**src/rtl/booth_result_acc.sv**
```systemverilog
// rtl/booth_result_acc.sv - Booth multiplier result extender, accumulator and output FIFO
//
// Captures each 64-bit product on its one-cycle valid pulse, extends it to
// ACC_W bits (signed or unsigned), optionally adds it to a running sum, and
// queues the result in a DEPTH-entry FIFO drained through a valid/ready port.
//
// Ports:
//   clk, rst        clock, asynchronous active-high reset
//   prod_in         64-bit product, qualified by prod_valid (single-cycle pulse)
//   sign            1: sign-extend prod_in, 0: zero-extend
//   acc_en          1: add to running sum, 0: pass extended product through
//   acc_clr         synchronous clear of the sum and the overflow flag
//   out_data        FIFO head entry (holds last value while empty)
//   out_valid       FIFO not empty
//   out_ready       sink accepts out_data
//   count           FIFO occupancy
//   overflow        sticky signed-overflow flag
//   drop            sticky lost-product flag (cleared by rst only)
module booth_result_acc #(
  parameter int DEPTH = 4,
  parameter int ACC_W = 72
) (
  input  logic                     clk,
  input  logic                     rst,
  input  logic [63:0]              prod_in,
  input  logic                     prod_valid,
  input  logic                     sign,
  input  logic                     acc_en,
  input  logic                     acc_clr,
  output logic [ACC_W-1:0]         out_data,
  output logic                     out_valid,
  input  logic                     out_ready,
  output logic [$clog2(DEPTH):0]   count,
  output logic                     overflow,
  output logic                     drop
);

  localparam int PW = $clog2(DEPTH);
  localparam int CW = PW + 1;

  logic [ACC_W-1:0] mem_q [DEPTH];

  logic [ACC_W-1:0] acc_q,   acc_d;
  logic [ACC_W-1:0] head_q,  head_d;
  logic [PW-1:0]    rd_ptr_q, rd_ptr_d;
  logic [PW-1:0]    wr_ptr_q, wr_ptr_d;
  logic [CW-1:0]    count_q, count_d;
  logic             valid_q, valid_d;
  logic             ovf_q,   ovf_d;
  logic             drop_q,  drop_d;

  logic [ACC_W-1:0] ext, base, sum, acc_nxt;
  logic             add_ovf, full, pop, push;

  always_comb begin
    ext      = sign ? {{(ACC_W-64){prod_in[63]}}, prod_in}
                    : {{(ACC_W-64){1'b0}}, prod_in};
    // A same-cycle clear zeroes the addend base before the add.
    base     = acc_clr ? '0 : acc_q;
    sum      = base + ext;
    add_ovf  = acc_en & (base[ACC_W-1] == ext[ACC_W-1]) & (sum[ACC_W-1] != base[ACC_W-1]);
    acc_nxt  = acc_en ? sum : ext;

    full     = (count_q == CW'(DEPTH));
    pop      = valid_q & out_ready;
    // A full FIFO still accepts if the head leaves in the same cycle.
    push     = prod_valid & (~full | pop);

    rd_ptr_d = rd_ptr_q + PW'(pop);
    wr_ptr_d = wr_ptr_q + PW'(push);
    count_d  = count_q + CW'(push) - CW'(pop);
    valid_d  = (count_d != '0);

    acc_d    = acc_q;
    ovf_d    = ovf_q;
    if (push) begin
      acc_d = acc_nxt;
      ovf_d = (ovf_q & ~acc_clr) | add_ovf;
    end else if (acc_clr) begin
      acc_d = '0;
      ovf_d = 1'b0;
    end

    drop_d   = drop_q | (prod_valid & ~push);

    // Registered head: the new entry when it lands in an otherwise empty
    // queue, the next stored entry otherwise, and a hold once drained.
    head_d   = head_q;
    if (push && (count_q == CW'(pop))) begin
      head_d = acc_nxt;
    end else if (count_d != '0) begin
      head_d = mem_q[rd_ptr_d];
    end
  end

  always_ff @(posedge clk or posedge rst) begin
    if (rst) begin
      acc_q    <= '0;
      head_q   <= '0;
      rd_ptr_q <= '0;
      wr_ptr_q <= '0;
      count_q  <= '0;
      valid_q  <= 1'b0;
      ovf_q    <= 1'b0;
      drop_q   <= 1'b0;
    end else begin
      acc_q    <= acc_d;
      head_q   <= head_d;
      rd_ptr_q <= rd_ptr_d;
      wr_ptr_q <= wr_ptr_d;
      count_q  <= count_d;
      valid_q  <= valid_d;
      ovf_q    <= ovf_d;
      drop_q   <= drop_d;
    end
  end

  // Storage needs no reset: entries are only visible after being written.
  always_ff @(posedge clk) begin
    if (push) begin
      mem_q[wr_ptr_q] <= acc_nxt;
    end
  end

  assign out_data  = head_q;
  assign out_valid = valid_q;
  assign count     = count_q;
  assign overflow  = ovf_q;
  assign drop      = drop_q;

endmodule
```
**config.mk**
```make
export PLATFORM = sky130hd
export DESIGN_NAME = booth_result_acc
export DESIGN_NICKNAME = d
export VERILOG_FILES = /design/src/rtl/booth_result_acc.sv
export SDC_FILE = /design/constraint.sdc
export NUM_CORES = 1
export LEC_CHECK = 0
export CORE_MARGIN = 3
export CORE_UTILIZATION = 65
export CTS_CLUSTER_DIAMETER = 40
export DETAILED_ROUTE_END_ITERATION = 10
export DONT_BUFFER_PORTS = 1
export GPL_TIMING_DRIVEN = 1
export PLACE_DENSITY = 0.81
export SLEW_MARGIN = 10
export SYNTH_ARGS = -nofsm -noshare
export SYNTH_HDL_FRONTEND = slang
export SYNTH_SLANG_ARGS = --single-unit
```
**constraint.sdc**
```tcl
create_clock -name clk -period 13.26 [get_ports clk]
set_input_delay 2.652 -clock clk [delete_from_list [all_inputs] [get_ports clk]]
set_output_delay 2.652 -clock clk [all_outputs]
set_load 0.1 [all_outputs]
```
==> results by group, run 1 <==
Synth
  – Area leader, netlist: sky130_fd_sc_hd__edfxtp_1
  – Post-synth EDFFs: 288
  – Top-area cell type share of the netlist area: 38.6%
  – Number of warnings printed during yosys synthesis: 0
  – Nets in the synthesized netlist: 1,973
  – Number of unique standard cell types used by synthesis: 79
  – Async SR Flop Fraction: 34.8%
  – Post-synthesis sequential area ratio: 55.7%
  – Post-synthesis instance area: 22,400 sq um
  – Dominant synthesized flop cell: sky130_fd_sc_hd__edfxtp_1
  – Cells taking the most area after synthesis: sky130_fd_sc_hd__edfxtp_1, sky130_fd_sc_hd__dfrtp_1, sky130_fd_sc_hd__mux4_2, sky130_fd_sc_hd__ha_1, sky130_fd_sc_hd__nand2_1
  – Post-Syn Area per Cell: 12.3 sq um
  – Post-Syn Instances: 1,825
  – Number of register bits inferred by synthesis: 442

Min path
  – Worst Hold Path EP: wr_ptr_q[1]$_DFF_PP0_
  – Hold wc startpoint: wr_ptr_q[1]$_DFF_PP0_
  – Kind of path behind the tightest hold check: reg -> reg
  – Cell count of the worst hold path: 1

Critical path
  – Slowest cell on the critical path: sky130_fd_sc_hd__buf_4
  – Biggest cell delay along the critical path: 720 ps
  – Kind of start point of the critical path: input pin
  – Worst EP required: 13,650 ps
  – Start-to-end type of the worst setup path: in -> reg
  – Reg2reg start: count[2]$_DFF_PP0_
  – Kind of cell adding the most delay to the critical path: buffers and inverters
  – WP buf/inv: 4
  – Cell depth of the worst flop-to-flop path: 15
  – Worst Path Max Fanout: 48
  – Data arrival time of the worst path: 6850 ps
  – Worst setup EP type: flip-flop
  – Reg-to-reg critical path endpoint: out_data[24]$_DFFE_PP0P_
  – Cell breakdown of the critical path: nand2_1 > nand3b_1 > o21ai_4 > buf_4 > ha_1 > inv_1 > ha_1 > inv_1 > fa_1 > xnor2_1 > xnor2_1 > or3_4 > buf_4 > mux2_2 > nor2_1 > a21oi_1
  – Minimum setup slack among reg-to-reg paths: 7840 ps

Clock network
  – Later-pin clock latency in the skew report: 580 ps
  – CTS tree: yes
  – Clock Path Buffers: 3
  – Hold-fix buffers, CTS: 0
  – Number of gates resized after cts: 0
  – H-tree levels: 2
  – Clock slew at the register clock pins of the worst setup and hold paths: 60 ps
  – Clock net sink count: 442
  – Root Driver: sky130_fd_sc_hd__clkbuf_16
  – CTS buffer count: 52
  – Number of post-CTS setup repair buffers: 0

Timing
  – Hold Violations, Final: 0
  – Final setup violation count: 0
  – Unrepaired setup endpoints after global routing: false
  – Maximum clock frequency: 155 MHz
  – Max-slew violations: 0
  – Transition time at the pin with the least slew margin: 1100 ps
  – Setup Skew: 19.9 ps
  – Min cycle time layout: 6460 ps
  – Max_slew headroom: 27.0%
  – Setup TNS: 0 ps
  – Portion of the clock cycle consumed by the worst path in the final layout: 48.7%

Placed design
  – Number of placed cells counting well taps: 2,191
  – Routability congestion estimate from global placement: 0.947
  – Placed wire-length estimate after detailed placement: 33,300 um
  – Buffers on Ports: 0

Drt
  – Detailed-route via count: 14,600
  – First-iteration detailed-routing DRC count: 1,132
  – Antenna violation net count after detailed routing: 0
  – Per-cell routed wire length: 22.5 um
  – Drt drc: 0
  – Sum of routed wire length over all layers: 51,600 um
  – Average vias per placed instance: 6.37
  – DR pass1 iterations: 8

Cells and area
  – Area Growth Syn to Fin: 9.62%
  – Final Net Count: 1,945
  – Number of cells in the finished layout apart from fillers: 2,289
  – Most used cells in the layout excluding fill and tap cells: sky130_fd_sc_hd__edfxtp_1, sky130_fd_sc_hd__nand2_1, sky130_fd_sc_hd__dfrtp_1, sky130_fd_sc_hd__a21oi_1, sky130_fd_sc_hd__o21ai_0
  – Multi-input gate area in the final layout: 9300 sq um
  – Proportion of layout cells with a drive suffix above 1: 15.3%
  – Most common cell after layout, fill and taps aside: sky130_fd_sc_hd__edfxtp_1
  – Number of filler instances in the final layout: 2,190
  – Register cell area after layout: 12,500 sq um
  – Antenna diodes: 0

Power and ir drop
  – Pwr dens: 264 nW/um^2
  – Leakage power: 9.79 nW
  – Worst ir drop on vdd: 0.000286 V

Flow run
  – Max-cap viol count: 0

Global routing
  – Largest net degree at the start of global routing: 97
  – Antenna violations before repair: 0
  – Vias in the first global route: 14,800
  – First-pass GRT wire length: 81,500 um
  – Global routing usage summed across all routing layers: 28.5%
  – Global-route congestion overflow total: 0

Floorplanning
  – Height of the die: 192 um
  – Number of rows created at floorplan: 67
  – Core footprint: 33,800 sq um
  – Effective utilization at floorplan: 66.4%
  – Total Die Area: 36,800 sq um
  – IO Count: 149
  – DIE WIDTH: 192 um

Status
  – Outcome: finished clean
where the power goes:
group,switching (mW),internal (mW)
registers,1.07,1.92
logic,1.09,0.890
clock network,0.578,0.947
flip-flops by register name (all words and copies together) (netlist names):
| signal | flops |
|---|---|
| acc_q | 72 |
| rd_ptr_q | 2 |
| mem_q | 288 |
| out_data | 72 |
| wr_ptr_q | 2 |
| drop | 1 |
| count | 3 |
| out_valid | 1 |
| overflow | 1 |
final cells by class:
class                   instances  area share, %
flip-flops and latches        442           50.8
multi-input cells            1224           37.8
clock buffers                  66           5.80
well taps                     448           2.28
clock inverters                32           1.81
inverters                      60          0.936
repair buffers                 17          0.519
routing by layer:
layer	part of all wire, %	vias up	track usage (%)	wire length [um]
met5	0	-	0	0
met4	3.2	0	9.37	1670
met3	9.2	115	7.94	4730
met2	47	536	45.3	24400
met1	40	7259	38.4	20800
li1	-	6669	-	-
cell families (layout without fill, tap and decap cells):
logic type	after synthesis	after routing	synth area share, %
and+or+nand+nor	492	492	10.1
muxes	207	207	13.6
AOI/OAI and AO/OA	377	377	10.2
xor gates and xnor gates	71	71	2.77
buffers and inverters	159	175	3.13
adders and majority gates	77	77	4.36
DFF	442	442	55.7
worst max-delay path by stage:
stage                         start                  endpoint  slack (ps)  cells past startpoint
after floorplan           out_ready     mem_q[1][0]$_DFFE_PP_        3880                      6
after global placement    out_ready  out_data[57]$_DFFE_PP0P_        6380                     16
after detailed placement  out_ready  out_data[43]$_DFFE_PP0P_        6220                     16
after CTS                 out_ready  out_data[24]$_DFFE_PP0P_        6800                     16
after global routing      out_ready  out_data[68]$_DFFE_PP0P_        6530                     16
final                     out_ready  out_data[24]$_DFFE_PP0P_        6800                     16
cells in the mapped netlist, types with 6 or more instances:
master and n:
sky130_fd_sc_hd__a21o_1 28, sky130_fd_sc_hd__a21oi_1 125, sky130_fd_sc_hd__a31oi_1 14, sky130_fd_sc_hd__buf_1 10, sky130_fd_sc_hd__buf_2 10, sky130_fd_sc_hd__clkbuf_1 69
sky130_fd_sc_hd__dfrtp_1 154, sky130_fd_sc_hd__edfxtp_1 288, sky130_fd_sc_hd__ha_1 75, sky130_fd_sc_hd__inv_1 60, sky130_fd_sc_hd__mux2_2 71, sky130_fd_sc_hd__mux2i_1 64
sky130_fd_sc_hd__mux4_2 72, sky130_fd_sc_hd__nand2_1 220, sky130_fd_sc_hd__nand2b_1 6, sky130_fd_sc_hd__nand3_1 17, sky130_fd_sc_hd__nand4_1 24, sky130_fd_sc_hd__nor2_1 107
sky130_fd_sc_hd__nor2b_1 77, sky130_fd_sc_hd__nor3_1 12, sky130_fd_sc_hd__o211ai_1 9, sky130_fd_sc_hd__o21a_1 7, sky130_fd_sc_hd__o21ai_0 123, sky130_fd_sc_hd__o21ai_1 8
sky130_fd_sc_hd__o21bai_1 12, sky130_fd_sc_hd__o22ai_1 6, sky130_fd_sc_hd__or3_1 6, sky130_fd_sc_hd__xnor2_1 44, sky130_fd_sc_hd__xor2_1 27
through the flow:
stage | power (mW) | worst slack (ps) | instance area (sq um) | hold WS (ps) | utilization [%]
after floorplan | 4.53 | 3880 | 22400 | 475 | -
after global placement | 4.89 | 6380 | 22700 | 546 | 67.2
after detailed placement | 4.99 | 6220 | 22700 | 559 | 67.2
after CTS | 6.53 | 6800 | 24600 | 571 | 72.8
after global routing | 6.82 | 6530 | 24600 | 609 | 72.8
final | 6.50 | 6800 | 24600 | 575 | 72.8
Note: power is estimated with default switching activity, not from simulation.
==> run 2: changes to the inputs <==
CORE_UTILIZATION = 64   (was 65)
PLACE_DENSITY = 0.8   (was 0.81)
clock period = 6.2 ns   (was 13.26 ns; I/O delays follow)
==> run 2 against run 1 <==
Compared with the run above: worst hold slack gained 59 ps; critical path depth shrank 2; worst setup slack lost 5000 ps; clock skew grew 2.8 ps; core utilization shrank 0.70 points; final cell count grew 0.13%; first-iteration DRC count grew 12%; clock power grew 99%; power grew 110%; critical endpoint is now out_data[22]$_DFFE_PP0P_; largest power group unchanged; highest routed layer unchanged.
==> results by group, run 2 (synthesis results as in run 1) <==
Floorplanning
  – DIE WIDTH: 193 um (+0.75%)
  – Effective utilization at floorplan: 65.9% (-0.49 points)
  – Number of rows created at floorplan: 67 (unchanged)
  – Core footprint: 34,000 sq um (+0.74%)
  – Total Die Area: 37,300 sq um (+1.5%)
  – Height of the die: 193 um (+0.75%)
  – IO Count: 149 (unchanged)

Placed design
  – Buffers on Ports: 0 (unchanged)
  – Routability congestion estimate from global placement: 0.935 (-1.3%)
  – Placed wire-length estimate after detailed placement: 34,900 um (+4.8%)
  – Number of placed cells counting well taps: 2,194 (+0.14%)

Cells and area
  – Most used cells in the layout excluding fill and tap cells: sky130_fd_sc_hd__edfxtp_1, sky130_fd_sc_hd__nand2_1, sky130_fd_sc_hd__dfrtp_1, sky130_fd_sc_hd__a21oi_1, sky130_fd_sc_hd__o21ai_0
  – Number of cells in the finished layout apart from fillers: 2,292 (+0.13%)
  – Area Growth Syn to Fin: 9.37%
  – Number of filler instances in the final layout: 2,250 (+2.7%)
  – Antenna diodes: 0 (unchanged)
  – Register cell area after layout: 12,500 sq um (unchanged)
  – Register name with the most flops: mem_q
  – Final Net Count: 1,949 (+0.21%)
  – Multi-input gate area in the final layout: 9310 sq um (+0.17%)
  – Max FFs per register: 288 (unchanged)
  – Most common cell after layout, fill and taps aside: sky130_fd_sc_hd__edfxtp_1
  – Proportion of layout cells with a drive suffix above 1: 15.1% (-0.19 points)

Power and ir drop
  – Pwr dens: 561 nW/um^2 (+110%)
  – Leakage power: 9.73 nW (-0.53%)
  – Worst ir drop on vdd: 0.000781 V (+170%)

Timing
  – Max_slew headroom: 25.6% (-1.3 points)
  – Unrepaired setup endpoints after global routing: false
  – Max-slew violations: 0 (unchanged)
  – Setup TNS: 0 ps (unchanged)
  – Hold Violations, Final: 0 (unchanged)
  – Transition time at the pin with the least slew margin: 1120 ps (+19.6 ps)
  – Setup Skew: 22.7 ps (+2.79 ps)
  – Final setup violation count: 0 (unchanged)
  – Maximum clock frequency: 226 MHz
  – Min cycle time layout: 4430 ps
  – Portion of the clock cycle consumed by the worst path in the final layout: 71.5%

Clock network
  – Later-pin clock latency in the skew report: 570 ps (about the same)
  – Number of gates resized after cts: 0 (unchanged)
  – H-tree levels: 2 (unchanged)
  – CTS buffer count: 53 (+1.9%)
  – CTS tree: yes
  – Clock slew at the register clock pins of the worst setup and hold paths: 60 ps (about the same)
  – Hold-fix buffers, CTS: 0 (unchanged)
  – Clock Path Buffers: 3 (unchanged)
  – Clock net sink count: 442 (unchanged)
  – Root Driver: sky130_fd_sc_hd__clkbuf_16
  – Number of post-CTS setup repair buffers: 0 (unchanged)

Critical path
  – Data arrival time of the worst path: 4850 ps (-2000 ps)
  – Start-to-end type of the worst setup path: reg -> reg
  – Worst Path Max Fanout: 43 (-10%)
  – Kind of start point of the critical path: flip-flop
  – Worst EP required: 6620 ps (-7030 ps)
  – Minimum setup slack among reg-to-reg paths: 1770 ps (-6070 ps)
  – Worst setup EP type: flip-flop

Drt
  – Antenna violation net count after detailed routing: 0 (unchanged)
  – Drt drc: 0 (unchanged)
  – Average vias per placed instance: 6.41 (+0.61%)
  – DR pass1 iterations: 9 (+1)
  – Per-cell routed wire length: 22.8 um (+1.3%)
  – Detailed-route via count: 14,700 (+0.74%)
  – First-iteration detailed-routing DRC count: 1,267 (+12%)
  – Sum of routed wire length over all layers: 52,300 um (+1.4%)

Global routing
  – First-pass GRT wire length: 83,100 um (+2.0%)
  – Global routing usage summed across all routing layers: 27.9% (-0.59 points)
  – Largest net degree at the start of global routing: 145 (+49%)
  – Global-route congestion overflow total: 0 (unchanged)
  – Antenna violations before repair: 0 (unchanged)
  – Vias in the first global route: 14,600 (-1.2%)

Status
  – Outcome: finished clean

Min path
  – Kind of path behind the tightest hold check: reg -> reg

Flow run
  – Max-cap viol count: 0 (unchanged)
==> run 2: cell count changes in the layout (fill, tap and decap cells not counted), moves of 2 or more <==
| cell | change |
|---|---|
| sky130_fd_sc_hd__buf_12 | +3 |
| sky130_fd_sc_hd__bufinv_16 | -5 |
| sky130_fd_sc_hd__clkbuf_1 | +3 |
| sky130_fd_sc_hd__clkbuf_8 | -2 |
| sky130_fd_sc_hd__clkinv_1 | +3 |
| sky130_fd_sc_hd__clkinv_2 | -4 |
| sky130_fd_sc_hd__clkinvlp_4 | +4 |
| sky130_fd_sc_hd__inv_6 | +4 |
| sky130_fd_sc_hd__inv_8 | -2 |
==> run 2: per-stage QoR <==
stage	hold WS [ps]	util, %	setup slack (ps)	total power [mW]	cell area [sq um]
after floorplan	475	-	639	9.67	22400
after global placement	613	67.0	1480	10.6	22800
after detailed placement	623	67.0	1370	10.7	22800
after CTS	635	72.1	1790	13.8	24500
after global routing	665	72.1	1640	14.4	24500
final	634	72.1	1770	13.8	24500
==> run 2: area by class of cell <==
type                       count  area share, %
sequential                   442           51.0
clock inverter                30           1.24
clock buffer                  68           5.85
multi-input combinational   1224           38.0
timing repair buffer          20          0.765
tap                          448           2.28
inverter                      60          0.938
==> run 2: worst max-delay path, cell delays in order (launching register included) <==
cell and delay [ps]:
sky130_fd_sc_hd__dfrtp_1 930, sky130_fd_sc_hd__nand2_1 240, sky130_fd_sc_hd__nand3b_1 230, sky130_fd_sc_hd__o21ai_4 80, sky130_fd_sc_hd__ha_1 310, sky130_fd_sc_hd__inv_1 50, sky130_fd_sc_hd__ha_1 140, sky130_fd_sc_hd__inv_1 60
sky130_fd_sc_hd__fa_1 370, sky130_fd_sc_hd__xnor2_1 140, sky130_fd_sc_hd__xnor2_1 250, sky130_fd_sc_hd__or3_4 690, sky130_fd_sc_hd__buf_12 320, sky130_fd_sc_hd__mux2i_1 240, sky130_fd_sc_hd__o21ai_0 130
==> run 2: routing by layer <==
metal / up-vias / track usage, % / routed length (um)
li1: 6660 / - / -
met1: 7294 / 39.4 / 21400
met2: 616 / 42.9 / 24100
met3: 117 / 8.14 / 5250
met4: 0 / 8.17 / 1540
met5: - / 0 / 0
==> run 2: where the power goes <==
| part | total (mW) | switching, mW | internal, mW | leakage, nW |
|---|---|---|---|---|
| Clock | 3.04 | 1.22 | 1.82 | 0.831 |
| Combinational | 4.30 | 2.36 | 1.95 | 4.39 |
| Sequential | 6.41 | 2.32 | 4.09 | 4.51 |
==> run 2: worst paths after layout <==
check,start,depth (start not counted),to
worst max register to register,out_valid$_DFF_PP0_,14,out_data[22]$_DFFE_PP0P_
worst min-delay path,acc_q[17]$_DFF_PP0_,3,acc_q[17]$_DFF_PP0_
worst max-delay path,out_valid$_DFF_PP0_,14,out_data[22]$_DFFE_PP0P_
max in group asynchronous,rst,2,acc_q[0]$_DFF_PP0_
min in group asynchronous,rst,1,acc_q[5]$_DFF_PP0_
worst min register to register,acc_q[17]$_DFF_PP0_,3,acc_q[17]$_DFF_PP0_
==> patch: new RTL, flow settings as in run 2 <==
Make the reset (`rst`) synchronous in one clocked block. Comments in the files are not updated.
--- a/src/rtl/booth_result_acc.sv
+++ b/src/rtl/booth_result_acc.sv
@@ -93,7 +93,7 @@
     end
   end
 
-  always_ff @(posedge clk or posedge rst) begin
+  always_ff @(posedge clk) begin
     if (rst) begin
       acc_q    <= '0;
       head_q   <= '0;
Check against the original RTL: differs if rst is asserted again (counterexample within 4 cycles, from zero or initial values and one cycle with rst high); with rst held inactive, the same outputs for 4 cycles.
==> patch against run 2 <==
Hold slack worse by 0.043 ns. Critical path depth down 2. Non-clock buffer count up 4. Power down 13%. Register-to-register slack better by 0.10 ns. Sequential cell count unchanged. Synthesized area up 0.80%. Worst setup slack worse by 0.092 ns. Routed wire length up 18%. Global-route usage up 4.8 points. Cell count up 9.6%. Cell area up 0.99%. Critical path type is now input port to flip-flop. Largest cell class unchanged.
==> patch: results (changes against run 2) <==
=================================================================================================
Number of distinct library cell variants in the gate-level netlist after synthesis             76   -3.8%
Initial antenna violation count                                                                 1   +1
Maximum number of pins on one net before global-route repair                                  137   -5.5%
Non-filler instance count after layout                                                       2513   +9.6%
Area of placed instances                                                                22900 um2   +0.67%
Capturing instance or port of the critical path                                      out_data[66]
Origin of the critical flop-to-flop path                                                out_valid
Most frequent cells after synthesis                                                  288 x sky130_fd_sc_hd__edfxtp_1, 228 x sky130_fd_sc_hd__nand2_1, 207 x sky130_fd_sc_hd__nor2_1
FF-to-FF End                                                                          out_data[9]
Number of buffers created by CTS                                                               54   +1.9%
Global placement routability congestion                                                     0.948   +1.4%
Inst Count DP                                                                                2411   +9.9%
Status                                                                                  completed
Static leakage                                                                            9.17 nW   -5.8%
Source-to-sink clock delay at the later pin of the worst-skew pair                        0.61 ns   +0.04 ns
Top cells by area in the synthesized netlist                                         sky130_fd_sc_hd__edfxtp_1 38%, sky130_fd_sc_hd__dfxtp_1 14%, sky130_fd_sc_hd__mux4_2 7.2%, sky130_fd_sc_hd__ha_1 4.2%, sky130_fd_sc_hd__nand2_1 3.8%
Avg Synthesized Cell Area                                                                10.9 um2   -11%
Fraction of layout cells with a size suffix above 1                                         0.119   -0.0323
Register area share after synthesis                                                         0.519   -0.0385
Count of fill cells added during filler insertion                                            2407   +7.0%
Wire length of the first global-routing pass                                              96.5 mm   +16%
Family of cells with the greatest summed delay on the critical path                  compound AO/OA/AOI/OAI gates
Initial drt markers                                                                          1419   +12%
Drt first pass iters                                                                            6   -3
Met1 usage in global routing                                                                0.424   +0.0304
Worst Hold Class                                                                     flip-flop to flip-flop
Wire length on met1                                                                       24.4 mm   +14%
Least-Margin Pin Slew                                                                     1.14 ns   +0.0254 ns
Maximum cell stage delay along the critical path                                          0.79 ns   -0.14 ns
Max stage delay cell, worst path                                                     sky130_fd_sc_hd__a2111oi_0
Met2 Track Usage GR                                                                         0.546   +0.117
Fin util                                                                                    0.714   -0.00705
Half-perimeter wire length after detailed placement                                       40.9 mm   +17%
Synthesized net count                                                                        2222   +13%
Post-route clock skew                                                                   0.0218 ns   -0.000836 ns
Metal2 WL                                                                                 30.2 mm   +25%
Routed via count divided by cell count                                                       6.61   +3.2%
GRT Total Usage                                                                             0.327   +0.0485
Final WL                                                                                  61.9 mm   +18%
Met3 Usage GRT                                                                             0.0626   -0.0189
CP startpoint                                                                             acc_clr
Number of global-route vias before repair                                                   16800   +15%
Reg2Reg Depth                                                                                  16   +2
FFs w/ async S/R, synth                                                                         0   -0.348
Data arrival, critical path                                                               5.03 ns   +0.18 ns
Worst vdd rail ir drop                                                                     372 uV   -52%
Met3 Wirelength                                                                           4.74 mm   -9.9%
Register-to-register setup slack                                                          1.87 ns   +0.10 ns
=================================================================================================
[patch: cell families (layout without fill, tap and decap cells)]
| kind of cell | Yosys count | count (layout) | synth area share |
|---|---|---|---|
| fa+ha+maj | 77 | 77 | 0.0433 |
| simple gates | 693 | 693 | 0.140 |
| xor+xnor | 68 | 68 | 0.0263 |
| compound gates | 456 | 456 | 0.137 |
| flops | 442 | 442 | 0.519 |
| buf+inv | 205 | 189 | 0.0343 |
| mux | 133 | 133 | 0.100 |
[patch: per-stage QoR]
| stage | hold WS (ns) | setup slack [ns] |
|---|---|---|
| final | 0.591 | 1.68 |
| after global routing | 0.615 | 1.35 |
| after CTS | 0.581 | 1.70 |
| after detailed placement | 0.573 | 1.11 |
| after global placement | 0.561 | 1.13 |
| after floorplan | 0.548 | 0.387 |
[patch: final cells by class]
cell class / count / share of cell area
Timing Repair Buffer: 24 / 0.00879
Sequential cell: 442 / 0.473
Tap cell: 455 / 0.0230
Inverter: 63 / 0.00965
Clock buffer: 67 / 0.0589
Multi-Input combinational cell: 1427 / 0.411
Clock inverter: 35 / 0.0149
[patch: where the power goes]
group / switching [mW] / internal [mW] / leakage [nW]
clock network: 1.31 / 1.84 / 0.904
logic: 2.14 / 1.32 / 4.34
registers: 1.57 / 3.74 / 3.92
[patch: worst min path at each step]
stage / depth (start not counted) / startpoint / slack (ns) / endpoint
after global placement: 3 / acc_q[2] / 0.56 / acc_q[2]
after floorplan: 2 / wr_ptr_q[1] / 0.55 / wr_ptr_q[1]
after CTS: 3 / acc_q[2] / 0.58 / acc_q[2]
after detailed placement: 3 / acc_q[2] / 0.57 / acc_q[2]
final: 3 / acc_q[2] / 0.59 / acc_q[2]
after global routing: 3 / acc_q[2] / 0.61 / acc_q[2]
